===== src/rtl/risc_result_display.sv =====
// risc_result_display
//   Captures results from a RISC core into a hold register and shows them
//   on eight LEDs (one selected byte) and a 4-digit multiplexed hex display
//   (the selected halfword). A debounced push button toggles a freeze flag
//   that stops further captures.
//
//   Optional feature: define DISPLAY_BLANK_EN to blank leading-zero digits
//   (digit 0 always lit). Without it all four digits are always lit.
//
// Ports
//   clk         system clock
//   reset       synchronous active-low reset
//   result_in   result bus from the core (DATA_W)
//   result_vld  result_in valid this cycle
//   byte_sel    byte window select (BSEL_W)
//   btn_freeze  raw asynchronous bouncing push button
//   led         selected byte of the held result
//   seg         active-low cathodes, seg[0]=a .. seg[6]=g (registered)
//   an          active-low anodes, an[0] rightmost digit (registered)
//   frozen      capture-disabled flag
module risc_result_display #(
  parameter int DATA_W      = 32,
  parameter int REFRESH_DIV = 100000,
  parameter int DEB_CYCLES  = 1000000,
  localparam int BSEL_W     = ($clog2(DATA_W/8) < 1) ? 1 : $clog2(DATA_W/8)
) (
  input  logic              clk,
  input  logic              reset,
  input  logic [DATA_W-1:0] result_in,
  input  logic              result_vld,
  input  logic [BSEL_W-1:0] byte_sel,
  input  logic              btn_freeze,
  output logic [7:0]        led,
  output logic [6:0]        seg,
  output logic [3:0]        an,
  output logic              frozen
);

  localparam int NBYTES = DATA_W / 8;
  localparam int NHW    = DATA_W / 16;
  localparam int REF_W  = $clog2(REFRESH_DIV);
  localparam int DEB_W  = $clog2(DEB_CYCLES);

  logic [DATA_W-1:0] hold;
  logic [REF_W-1:0]  ref_cnt;
  logic [1:0]        dig;
  logic              sync0, sync1;
  logic              deb;
  logic [DEB_W-1:0]  deb_cnt;

  // ---------------- hex decode (active-low, g..a) ----------------
  function automatic logic [6:0] hex7(input logic [3:0] n);
    case (n)
      4'h0: hex7 = 7'b1000000;
      4'h1: hex7 = 7'b1111001;
      4'h2: hex7 = 7'b0100100;
      4'h3: hex7 = 7'b0110000;
      4'h4: hex7 = 7'b0011001;
      4'h5: hex7 = 7'b0010010;
      4'h6: hex7 = 7'b0000010;
      4'h7: hex7 = 7'b1111000;
      4'h8: hex7 = 7'b0000000;
      4'h9: hex7 = 7'b0010000;
      4'hA: hex7 = 7'b0001000;
      4'hB: hex7 = 7'b0000011;
      4'hC: hex7 = 7'b1000110;
      4'hD: hex7 = 7'b0100001;
      4'hE: hex7 = 7'b0000110;
      default: hex7 = 7'b0001110;
    endcase
  endfunction

  // ---------------- byte / halfword windows ----------------
  // Compare-and-select loops keep out-of-range selects at zero instead of
  // indexing past the end of hold.
  logic [15:0] hw;
  always_comb begin
    led = 8'h00;
    for (int i = 0; i < NBYTES; i++)
      if (byte_sel == BSEL_W'(i)) led = hold[8*i +: 8];
  end

  always_comb begin
    hw = 16'h0000;
    for (int i = 0; i < NHW; i++)
      if ((byte_sel >> 1) == BSEL_W'(i)) hw = hold[16*i +: 16];
  end

  // ---------------- button: synchroniser + debouncer ----------------
  logic deb_settle, deb_rise;
  assign deb_settle = (sync1 != deb) && (deb_cnt == DEB_W'(DEB_CYCLES-1));
  // Toggle on the same edge the debounced level goes high.
  assign deb_rise   = deb_settle && sync1;

  always_ff @(posedge clk) begin
    if (!reset) begin
      sync0   <= 1'b0;
      sync1   <= 1'b0;
      deb     <= 1'b0;
      deb_cnt <= '0;
      frozen  <= 1'b0;
    end else begin
      sync0 <= btn_freeze;
      sync1 <= sync0;
      if (sync1 == deb)
        deb_cnt <= '0;
      else if (deb_settle) begin
        deb     <= sync1;
        deb_cnt <= '0;
      end else
        deb_cnt <= deb_cnt + 1'b1;
      if (deb_rise) frozen <= ~frozen;
    end
  end

  // ---------------- capture ----------------
  // Uses frozen before any toggle on this edge (non-blocking semantics).
  always_ff @(posedge clk) begin
    if (!reset)                     hold <= '0;
    else if (result_vld && !frozen) hold <= result_in;
  end

  // ---------------- display refresh ----------------
  logic       ref_wrap;
  logic [1:0] dig_nx;
  logic [3:0] lit;
  logic [3:0] an_nx;

  assign ref_wrap = (ref_cnt == REF_W'(REFRESH_DIV-1));
  assign dig_nx   = ref_wrap ? dig + 2'd1 : dig;

`ifdef DISPLAY_BLANK_EN
  // A digit is lit if it or any more significant nibble is non-zero.
  assign lit = {|hw[15:12], |hw[15:8], |hw[15:4], 1'b1};
`else
  assign lit = 4'b1111;
`endif

  assign an_nx = ~(4'b0001 << dig_nx) | ~lit;

  // an/seg register every cycle from the upcoming digit index so they move
  // together with the index and pick up hold changes one cycle later.
  always_ff @(posedge clk) begin
    if (!reset) begin
      ref_cnt <= '0;
      dig     <= 2'd0;
      an      <= 4'b1110;
      seg     <= 7'b1000000;
    end else begin
      ref_cnt <= ref_wrap ? '0 : ref_cnt + 1'b1;
      dig     <= dig_nx;
      an      <= an_nx;
      seg     <= hex7(hw[4*dig_nx +: 4]);
    end
  end

endmodule

===== config.mk =====
export PLATFORM = sky130hd
export DESIGN_NAME = risc_result_display
export DESIGN_NICKNAME = d
export VERILOG_FILES = /design/src/rtl/risc_result_display.sv
export SDC_FILE = /design/constraint.sdc
export NUM_CORES = 1
export LEC_CHECK = 0
export CAP_MARGIN = 20
export CORE_AREA = 2 2 99 101
export CTS_BUF_LIST = sky130_fd_sc_hd__clkbuf_16
export DETAILED_ROUTE_END_ITERATION = 10
export DIE_AREA = 0 0 101 103
export PLACE_DENSITY = 0.72
export SKIP_CTS_REPAIR_TIMING = 1
export SKIP_LAST_GASP = 1
export SYNTH_ARGS = -nofsm -noshare
export SYNTH_HDL_FRONTEND = slang
export SYNTH_SLANG_ARGS = --single-unit
export TNS_END_PERCENT = 10

===== constraint.sdc =====
create_clock -name clk -period 3.3 [get_ports clk]
set_clock_uncertainty 0.15 [all_clocks]
set_input_delay 0.66 -clock clk [delete_from_list [all_inputs] [get_ports clk]]
set_output_delay 0.66 -clock clk [all_outputs]
set_load 0.05 [all_outputs]

==> results by group <==
Worst hold path
  – Hold Path End: sync1
  – Hold Path Origin: sync0
  – Hold path cells: 1
  – Worst hold path class: flip-flop to flip-flop

Floorplan
  – Starting Density: around 44%
  – Core area: around 9500 µm²
  – Die Wd: between 100 and 150 µm
  – Die H: between 100 and 150 µm
  – DIE AREA: about 10000 µm²
  – Row cnt: 36
  – Num ports: 58

Drt
  – Vias after detailed routing: 3342
  – Post-Route WL: ~8800 µm
  – Pre-antenna DRT Iters: 4
  – Iteration-0 DRC Markers: 73
  – Wire per inst: about 14 µm
  – DRC: 0
  – Routed vias/inst: 5.21
  – Final ANT Viol Nets: 0

Clock network
  – TritonCTS clock tree: built
  – CTS Root Cell: clkbuf_16
  – CTS Sinks: 86
  – Max clock buf depth: 2
  – Clock Latency Late Sink: between 0.3 and 0.4 ns
  – Htree depth: 3
  – Num CTS Buffers: 9
  – CTS clk-pin slew, worst paths: 0.05 ns

Placed design
  – Port Buffer Count: 57
  – Post-DP HPWL: between 6000 and 7000 µm
  – Placed Area: between 4000 and 5000 µm²
  – Gp weighted congestion: about 0.79
  – Placement Setup Slack: around 0.037 ns

Logic synthesis
  – Ys flop type: dfxtp_1
  – Cell Area, Synth: approximately 4100 µm²
  – Syn Nets: just over 500
  – Synth top area cells: dfxtp_1 (42%), nand2_1 (8.0%), mux4_2 (7.1%)
  – Seq/Total Area, Yosys: between 40% and 50%
  – Most common cell in the netlist: nand2_1
  – Yosys reg bits: 86
  – Mean Syn Cell Area: just under 9 µm²
  – FFs w/ async S/R, synth: 0%
  – Area share of the largest cell type after synthesis: 41.6%
  – Mapped Cells: 465
  – EDFF count, synth: 0
  – Commonest cells post-synth: nand2_1 (88), dfxtp_1 (86), nor2_1 (46), a21boi_0 (33), clkbuf_1 (21)
  – Post-synth cell types: 45
  – Synthesis Warnings: 0
  – Largest area contributor in the netlist: dfxtp_1

Critical path
  – Critical path arrival: ~3 ns
  – Worst R2R Path Depth: 11
  – Worst r2r src: ref_cnt[0]
  – CP Capture Type: flip-flop
  – Worst-path fanout max: 4
  – Slowest cell on the critical path: clkdlybuf4s50_1
  – Critical path type: primary input to flip-flop
  – Largest stage delay, worst path: about 0.56 ns
  – R2R Path End: seg[2]
  – Critical-path cell list: clkdlybuf4s50_1 -> mux4_2 -> or4_1 -> o21ai_0 -> nor4_2 -> buf_4 -> ha_1 -> and3_1 -> a221oi_1 -> nor2b_1
  – Startpoint types: primary input
  – WP data required: roughly 3.4 ns
  – Reg2reg setup slack: roughly 0.3 ns

Cells and area
  – Area of the multi-input gates: 2300 µm²
  – Post-Layout Inst Area: roughly 5200 µm²
  – Layout cells sized above 1: 11.7%
  – Area Growth Syn to Fin: 26.0%
  – Nets@finish: 570
  – Antenna cells: 0
  – Reg area: approximately 1700 µm²
  – FILL cells: 827

Job
  – Max-cap violations: 0

GRT
  – Largest net degree at the start of global routing: 34
  – First-pass GRT wire length: around 15000 µm
  – Initial antenna violation count: 0
  – Number of global-route vias before repair: around 3300
  – GRT overflow: 0
  – Total Routing Usage GR: a little under a fifth

STA
  – Max Fclk: about 0.33 GHz
  – Rel. slew slack: around half
  – Final Cycle Share: around nine tenths
  – Min Tclk post-route: 3.01 ns
  – Setup TNS Final: 0 ns
  – Final Setup Violations: 0
  – RSZ-0062 raised after global routing: no
  – Final Hold Vio Count: 0
  – Final WS setup: ~0.29 ns
  – Tightest Pin Transition: roughly 0.73 ns
  – Final Max Slew Viols: 0

Status
  – Status: finished clean

Pwr
  – PwrDens: between 400 and 500 nW/µm²
  – NetSw: ~0.55 mW
  – Clock power frac: about two fifths
  – Sw Ratio: 24.2%
  – Pleak: roughly 1.9 nW
  – Combinational Power Share: a little over an eighth
  – Worst vdd ir: just under 0.0003 V
  – Sequential share of power: 48.3%
  – Pint: between 1.5 and 2 mW
-- worst max path at each step --
stage                   to  slack (ns)        start  cells past startpoint
CTS                 seg[2]        0.28   ref_cnt[9]                     10
global route        seg[0]        0.08   ref_cnt[0]                     12
finish              seg[0]        0.29  byte_sel[1]                     10
global placement    seg[0]        0.12  byte_sel[1]                      9
floorplan           seg[1]        0.17  byte_sel[1]                     12
detailed placement  seg[2]        0.04  byte_sel[1]                     10
-- cells in the final DEF, fill, tap and decap left out, types with 7 or more instances in the layout --
cell / Yosys / layout
nand4_1: 8 / 8
a21oi_1: 9 / 9
nand3_1: 14 / 14
dfxtp_1: 86 / 86
clkbuf_16: 0 / 9
nand2_1: 88 / 88
xor2_1: 20 / 20
inv_1: 8 / 9
and3_1: 10 / 10
o21ai_0: 10 / 10
ha_1: 8 / 8
buf_12: 0 / 8
clkdlybuf4s50_1: 0 / 49
nor3_1: 10 / 10
a21boi_0: 33 / 33
mux2i_1: 7 / 7
mux4_2: 13 / 13
buf_4: 1 / 15
nor2_1: 46 / 46
xnor2_1: 14 / 14
and2_1: 9 / 9
-- power by group through the flow --
stage	Combinational [mW]	Sequential, mW	Clock, mW
after floorplan	0.152	1.13	0
after detailed placement	0.293	1.12	0
final	0.295	1.09	0.876
after global placement	0.291	1.12	0
after CTS	0.295	1.09	0.900
after global routing	0.319	1.10	0.948
-- flip-flops by register name, summed over array words and instances (netlist names) --
| name | cells |
|---|---|
| hold | 32 |
| deb_cnt | 20 |
| ref_cnt | 17 |
| seg | 7 |
| an | 4 |
| dig | 2 |
| deb | 1 |
| frozen | 1 |
| sync0 | 1 |
| sync1 | 1 |
-- cell type report --
cell class,instances,area share [%]
clock buffers,9,4.32
multi-input cells,347,44.1
clock inverters,6,0.600
well taps,114,2.74
flip-flops and latches,86,33.0
inverters,8,0.576
repair buffers,72,14.6
-- layer usage --
layer	vias up	part of all wire [%]	wire length [µm]	track usage (%)
met2	69	47	4150	30.5
met1	1561	47	4160	23.2
met5	-	0	0	0
met3	9	3.6	314	4.68
met4	0	1.6	144	6.44
li1	1703	-	-	-
-- metrics by stage --
stage,instances,hold WS [ns],util [%],power (mW)
after CTS,640,0.297,55.0,2.29
final,642,0.291,55.1,2.27
after global routing,642,0.315,55.1,2.37
after global placement,625,0.274,52.2,1.41
after detailed placement,625,0.273,52.2,1.41
after floorplan,465,0.262,-,1.28
-- critical path, delay by kind of cell --
family / cells / cell delay [ns]
AO/OA/AOI/OAI: 2 / 0.32
adder cells (fa/ha/maj): 1 / 0.23
buffers and inverters: 2 / 0.71
multiplexers: 1 / 0.33
AND/OR/NAND/NOR: 4 / 0.81
-- logic make-up (layout without fill, tap and decap cells) --
family / count (synthesis) / in the layout / share of synthesized area, %
mux: 26 / 26 / 10.4
flops: 86 / 86 / 41.6
simple gates: 217 / 217 / 24.7
compound gates: 62 / 62 / 10.6
fa+ha+maj: 8 / 8 / 2.42
xor+xnor: 34 / 34 / 7.20
buf+inv: 32 / 95 / 3.02
(Power assumes the default switching activity.)
